[config.mk]
export PLATFORM = sky130hd
export DESIGN_NAME = high_score_keeper_flat
export DESIGN_NICKNAME = d
export VERILOG_FILES = /design/src/rtl/high_score_keeper_if.sv /design/src/rtl/high_score_keeper.sv /design/src/flat_wrapper.sv
export SDC_FILE = /design/constraint.sdc
export NUM_CORES = 1
export LEC_CHECK = 0
export ABC_AREA = 0
export CORE_ASPECT_RATIO = 0.5
export CORE_UTILIZATION = 49
export CTS_CLUSTER_DIAMETER = 150
export DETAILED_ROUTE_END_ITERATION = 8
export PLACE_DENSITY = 0.88
export SKIP_LAST_GASP = 1
export SLEW_MARGIN = 25
export SYNTH_ARGS = -nofsm -noshare
export SYNTH_HDL_FRONTEND = slang
export SYNTH_SLANG_ARGS = --single-unit
[constraint.sdc]
create_clock -name clk -period 3.6 [get_ports clk]
set_clock_uncertainty 0.15 [all_clocks]
set_input_delay 0.9 -clock clk [delete_from_list [all_inputs] [get_ports clk]]
set_output_delay 0.9 -clock clk [all_outputs]
set_load 0.03 [all_outputs]
[src/rtl/high_score_keeper_if.sv]
// high_score_keeper_if
//   Bundles the score/display signals of high_score_keeper.
//   master: drives score_digits, game_end, clear_high, show_high;
//           observes high_digits, disp_digits, new_record, busy, done.
//   slave : the keeper itself (mirror directions).
interface high_score_keeper_if #(
    parameter int NUM_DIGITS = 4
);
    logic [4*NUM_DIGITS-1:0] score_digits;
    logic                    game_end;
    logic                    clear_high;
    logic                    show_high;
    logic [4*NUM_DIGITS-1:0] high_digits;
    logic [4*NUM_DIGITS-1:0] disp_digits;
    logic                    new_record;
    logic                    busy;
    logic                    done;

    modport master (
        output score_digits, game_end, clear_high, show_high,
        input  high_digits, disp_digits, new_record, busy, done
    );

    modport slave (
        input  score_digits, game_end, clear_high, show_high,
        output high_digits, disp_digits, new_record, busy, done
    );
endinterface

[src/rtl/high_score_keeper.sv]
// high_score_keeper
//   On a game_end pulse, snapshots the live BCD score and compares it with the
//   stored high score one digit per cycle, most significant digit first. A
//   strictly greater score replaces the high score and raises new_record.
//   Also muxes live/high score onto disp_digits for the display stage.
// Ports:
//   clk  - system clock, rising edge
//   rst  - asynchronous active-high reset
//   bus  - high_score_keeper_if.slave: score_digits, game_end, clear_high,
//          show_high in; high_digits, disp_digits, new_record, busy, done out
module high_score_keeper #(
    parameter int NUM_DIGITS = 4
) (
    input logic                clk,
    input logic                rst,
    high_score_keeper_if.slave bus
);
    localparam int W     = 4 * NUM_DIGITS;
    localparam int IDX_W = (NUM_DIGITS > 1) ? $clog2(NUM_DIGITS) : 1;
    localparam logic [IDX_W-1:0] MSD_IDX = IDX_W'(NUM_DIGITS - 1);

    typedef enum logic [1:0] {IDLE, COMPARE, UPDATE, DONE} state_t;

    state_t           state_q, state_d;
    logic [W-1:0]     high_q, high_d;
    logic [W-1:0]     snap_q, snap_d;
    logic [IDX_W-1:0] idx_q, idx_d;
    logic             new_record_q, new_record_d;
    logic [3:0]       snap_dig, high_dig;

    // Digit currently under comparison
    always_comb begin
        snap_dig = '0;
        high_dig = '0;
        for (int unsigned i = 0; i < NUM_DIGITS; i++) begin
            if (idx_q == IDX_W'(i)) begin
                snap_dig = snap_q[4*i +: 4];
                high_dig = high_q[4*i +: 4];
            end
        end
    end

    // State register
    always_ff @(posedge clk or posedge rst) begin
        if (rst) begin
            state_q      <= IDLE;
            high_q       <= '0;
            snap_q       <= '0;
            idx_q        <= '0;
            new_record_q <= 1'b0;
        end else begin
            state_q      <= state_d;
            high_q       <= high_d;
            snap_q       <= snap_d;
            idx_q        <= idx_d;
            new_record_q <= new_record_d;
        end
    end

    // Next-state logic; clear_high overrides every state
    always_comb begin
        state_d      = state_q;
        high_d       = high_q;
        snap_d       = snap_q;
        idx_d        = idx_q;
        new_record_d = new_record_q;
        if (bus.clear_high) begin
            high_d       = '0;
            new_record_d = 1'b0;
            state_d      = IDLE;
        end else begin
            unique case (state_q)
                IDLE: begin
                    if (bus.game_end) begin
                        snap_d       = bus.score_digits;
                        idx_d        = MSD_IDX;
                        new_record_d = 1'b0;
                        state_d      = COMPARE;
                    end
                end
                COMPARE: begin
                    if (snap_dig > high_dig) begin
                        state_d = UPDATE;
                    end else if (snap_dig < high_dig) begin
                        state_d = DONE;
                    end else if (idx_q != '0) begin
                        idx_d = idx_q - 1'b1;
                    end else begin
                        state_d = DONE;  // full tie is not a record
                    end
                end
                UPDATE: begin
                    high_d       = snap_q;
                    new_record_d = 1'b1;
                    state_d      = DONE;
                end
                DONE: begin
                    state_d = IDLE;
                end
                default: state_d = IDLE;
            endcase
        end
    end

    // Outputs
    always_comb begin
        bus.busy        = (state_q != IDLE);
        bus.done        = (state_q == DONE);
        bus.high_digits = high_q;
        bus.new_record  = new_record_q;
        bus.disp_digits = bus.show_high ? high_q : bus.score_digits;
    end
endmodule

[src/flat_wrapper.sv]
// flat-port wrapper written by rule: the top's interface ports become plain ports
module high_score_keeper_flat 
#(
    parameter int NUM_DIGITS = 4
)
  (clk, rst, bus_score_digits, bus_game_end, bus_clear_high, bus_show_high, bus_high_digits, bus_disp_digits, bus_new_record, bus_busy, bus_done);
  high_score_keeper_if #(.NUM_DIGITS(NUM_DIGITS)) bus_i ();
  input logic clk;
  input logic rst;
  input wire logic [$bits(bus_i.score_digits)-1:0] bus_score_digits;
  input wire logic [$bits(bus_i.game_end)-1:0] bus_game_end;
  input wire logic [$bits(bus_i.clear_high)-1:0] bus_clear_high;
  input wire logic [$bits(bus_i.show_high)-1:0] bus_show_high;
  output wire logic [$bits(bus_i.high_digits)-1:0] bus_high_digits;
  output wire logic [$bits(bus_i.disp_digits)-1:0] bus_disp_digits;
  output wire logic [$bits(bus_i.new_record)-1:0] bus_new_record;
  output wire logic [$bits(bus_i.busy)-1:0] bus_busy;
  output wire logic [$bits(bus_i.done)-1:0] bus_done;
  assign bus_i.score_digits = bus_score_digits;
  assign bus_i.game_end = bus_game_end;
  assign bus_i.clear_high = bus_clear_high;
  assign bus_i.show_high = bus_show_high;
  assign bus_high_digits = bus_i.high_digits;
  assign bus_disp_digits = bus_i.disp_digits;
  assign bus_new_record = bus_i.new_record;
  assign bus_busy = bus_i.busy;
  assign bus_done = bus_i.done;
  high_score_keeper #(.NUM_DIGITS(NUM_DIGITS)) u_core (.clk(clk), .rst(rst), .bus(bus_i));
endmodule
After elaboration in Yosys (flattened, before gate mapping). Index checks and enable logic that the tools add are counted. W data, S select, Z words.

Flip-flop bits (word level): 37. Latch bits: 0. Memory bits (writable): 0. ROM bits: 0. Bits of input ports: 21. Output and inout bits: 35. Word-level logic and storage cells: 57. Memories: 0.

Add/sub/neg operators: 1. Multiply operators: 0. Divide/modulo/power cells: 0. $lt $le $gt $ge: 2. Equality and inequality tests: 12. Shifts and indexed selects: 0. Muxes and demuxes: 25. Bitwise operators: 1. Reductions and logical operators: 11.

Operators with widths (number): $mux W16 (3); $mux W4 (8); $mux W2 (9); $eq A2 B2 Y1 const B (4); $pmux W2 S4 (1); $reduce_bool A2 Y1 (4); $ne A2 B2 Y1 const B (3); $reduce_and A6 Y1 (1); $ne A5 B3 Y1 const B (1); $eq A2 B1 Y1 const B (2); $gt A4 B4 Y1 (1); $logic_not A2 Y1 (2); $lt A4 B4 Y1 (1); $pmux W2 S2 (1); $reduce_and A2 Y1 (2); $ne A3 B3 Y1 const B (1); $reduce_and A3 Y1 (1); $reduce_bool A3 Y1 (1); $mux W1 (2); $ne A2 B1 Y1 const B (1); $pmux W1 S2 (1); $sub A2 B1 Y2 const B (1); $not A1 Y1 (1).

Depth between registers and ports, before layout.
Depth in word-level cells: 10. Gate-level depth with buffers: 12.

Worst setup path before layout. Ideal clock, no wire load.

Kind: input port to output port. From: input port bus_show_high. To: output port bus_disp_digits[0]. Arrival: 1820 ps. Data required time: 2550 ps. Path slack: 730 ps. Cell stages on the path: 3. Buffers on the path: 2. Cells stage by stage: clkbuf_1 > buf_2 > mux2_2.

Longest elaborated chain between the ends: 1.

Ends and longest elaborated chain: from (decl) (RTL line flat_wrapper.sv:13) `input wire logic [$bits(bus_i.show_high)-1:0] bus_show_high;`; $mux W16 (RTL line high_score_keeper.sv:111) `bus.disp_digits = bus.show_high ? high_q : bus.score_digits;`; to (decl) (RTL line flat_wrapper.sv:15) `output wire logic [$bits(bus_i.disp_digits)-1:0] bus_disp_digits;`.

Every way passes these cells.

Worst setup path after layout.
From: input port bus_show_high. To: output port bus_disp_digits[8].

The elaborated chain is that of the path after synthesis.

==> flow_summary.yaml <==
status:
  status: "finished, violations left"
  failed_checks: "DRC"
yosys:
  synth.avg_cell_area_sq_um: 10.7
  yosys.area.top_type: "dfrtp_1"
  syn-num-nets: 244
  ys_top_cells_by_count: "37 x dfrtp_1, 32 x mux2_2, 19 x nor2_1"
  yosys_warnings: 0
  synth_area_leaders: "dfrtp_1 41%, mux2_2 16%, ha_1 7.2%, mux2i_1 7.1%, nor2_1 3.2%"
  synth_edf_count: 0
  synth-main-ff-cell: "dfrtp_1"
  synth_top_area_share_pct: 41.1
  synth_cells: 210
  yosysMostFrequentCell: "dfrtp_1"
  async_reset_ff_share_pct: 100
  synth_cell_type_count: 35
  syn_area_sq_um: 2250
  synth-seq-cells: 37
  ys_seq_area_share_pct: 41.1
cts:
  cts_root_buf: "clkbuf_8"
  cts_buffers: 5
  cts_tree: "yes"
  cts_setup_buffers: 0
  clkLatencyLatePin_ps: 290
  clk_pin_slew_ps: 70
  cts_resized: 0
  htree_levels: 2
  ctsLongestPathBuffers: 2
  holdBufCountCts: 0
  cts.sinks: 37
route:
  via_per_inst: 5.82
  post_drt_wl_per_cell_microns: 17.7
  vias: 1862
  drc_errors: 3
  drtIter0Drc: 109
  drtPass1Iterations: 8
  finalWirelength_mm: 5.65
  drtAntennaViolNets: 0
global_routing:
  grt_pass1_vias: 1899
  grt_pass1_wl_mm: 9.51
  grt_max_degree: 24
  overflow: 0
  grtUsageTotal_pct: 25.5
  antenna_found_initial: 0
critical_path:
  setup.worst_path.class: "input port to primary output"
  cp.arrival_ps: 2520
  cp-startpoint: "bus_show_high"
  cp.required_ps: 2550
  r2r_cells: 11
  r2r-start: "u_core.idx_q[1]"
  path_max_fanout: 16
  cp-start-kind: "input port"
  critPathCaptureType: "primary output"
timing:
  slew_headroom_pct: 39.6
  fmax_ghz: 0.280
  period_minus_slack_ps: 3570
  fin_ws_ps: 32.5
  drv_slew: 0
  min_period_over_period_pct: 99.1
  tightest_slew_ps: 905
  report.final.setup_viol: 0
  finalSetupTns_ps: 0
  hold_viol_final: 0
  rsz0062_at_grt: "no"
floorplan:
  die_h_microns: 49.9
  initial_utilization_pct: 54.3
  coreArea_sq_um: 4140
  rows: 16
  die_w_microns: 97.9
  ios: 56
  die-area_sq_um: 4890
finish:
  syn_to_final_growth_pct: 33.2
  num-fill-cells: 266
  num-nets-final: 299
  antenna_cells: 0
  drive_above_1_share_pct: 19.2
pwr:
  powerDensity_nw_per_um2: 780
  peakVddDrop_uv: 301
  p_leak_nw: 1.41
min_path:
  worstHoldStart: "u_core.snap_q[0]"
  hold_depth: 1
  hp-class: "flip-flop to flip-flop"
placement:
  dp_slack_ps: 17.6
  routabilityCongestion: 0.845
  io_buffers: 55
  post-dp-hpwl_mm: 3.99
run:
  maxCapViolCount: 0
where the power goes:
part / total (mW) / internal, mW / switching, mW
Clock: 0.373 / 0.226 / 0.148
Combinational: 1.25 / 0.552 / 0.694
Sequential: 0.720 / 0.571 / 0.149
per-stage QoR:
step | area (sq um) | hold WS, ps | instances | total power [mW] | utilization, %
6_report | 3000 | 390 | 320 | 2.34 | 72.4
5_1_grt | 3000 | 416 | 320 | 2.49 | 72.4
4_1_cts | 2970 | 396 | 320 | 2.34 | 71.7
3_5_place_dp | 2860 | 380 | 312 | 1.95 | 68.9
3_3_place_gp | 2860 | 364 | 312 | 1.89 | 68.9
2_1_floorplan | 2250 | 344 | 210 | 1.56 | -
sequential cells by signal, summed over array words and instances (netlist names):
name,cells
u_core.bus.new_record,1
u_core.state_q,2
u_core.snap_q,16
u_core.bus.high_digits,16
u_core.idx_q,2
final cells by class:
type	count	area (sq um)	area share, %
clock buffers	7	86.3	2.88
multi-input cells	154	1240	41.4
inverters	8	30.0	1.00
flip-flops and latches	37	926	30.9
clock inverters	1	30.0	1.00
well taps	54	67.6	2.25
repair buffers	59	618	20.6
cells in the final DEF, fill, tap and decap left out, types with 2 or more instances in the layout:
master,n
a21oi_1,13
a221oi_1,5
and3_1,2
buf_4,3
clkbuf_8,6
clkdlybuf4s50_1,45
dfrtp_1,37
dlymetal6s2s_1,10
ha_1,12
inv_1,8
mux2_2,32
mux2i_1,16
nand2_1,9
nand3_1,2
nand3b_1,4
nor2_1,19
nor2b_1,8
nor3_1,6
nor4_1,2
o21ai_0,9
worst max-delay path, stage by stage:
cell	delay [ps]
clkdlybuf4s50_1	510
buf_12	170
mux2_2	340
clkdlybuf4s50_1	590
routing by layer:
metal | GRT usage (%) | routed length [microns] | up-vias
li1 | - | - | 862
met3 | 5.96 | 505 | 10
met2 | 41.3 | 2680 | 99
met4 | 9.85 | 49 | 0
met5 | 0 | 0 | -
met1 | 33.5 | 2410 | 891
logic make-up (layout without fill, tap and decap cells):
logic type                 Yosys count  in the layout  synth area share (%)
and+or+nand+nor                     59             59                  14.2
DFF                                 37             37                  41.1
AOI/OAI and AO/OA                   33             33                  9.83
muxes                               49             49                  23.8
adders and majority gates           13             13                  7.22
buffers and inverters               19             75                  3.83
final timing paths:
| kind | endpoint | slack, ps |
|---|---|---|
| max | bus_disp_digits[8] | 30 |
| min | u_core.snap_q[0] | 390 |
| max reg2reg | u_core.idx_q[1] | 330 |
| min reg2reg | u_core.snap_q[0] | 390 |
| max in group asynchronous | u_core.bus.new_record | 1690 |
| min in group asynchronous | u_core.bus.high_digits[8] | 960 |
Power figures use the tool's default switching activity.
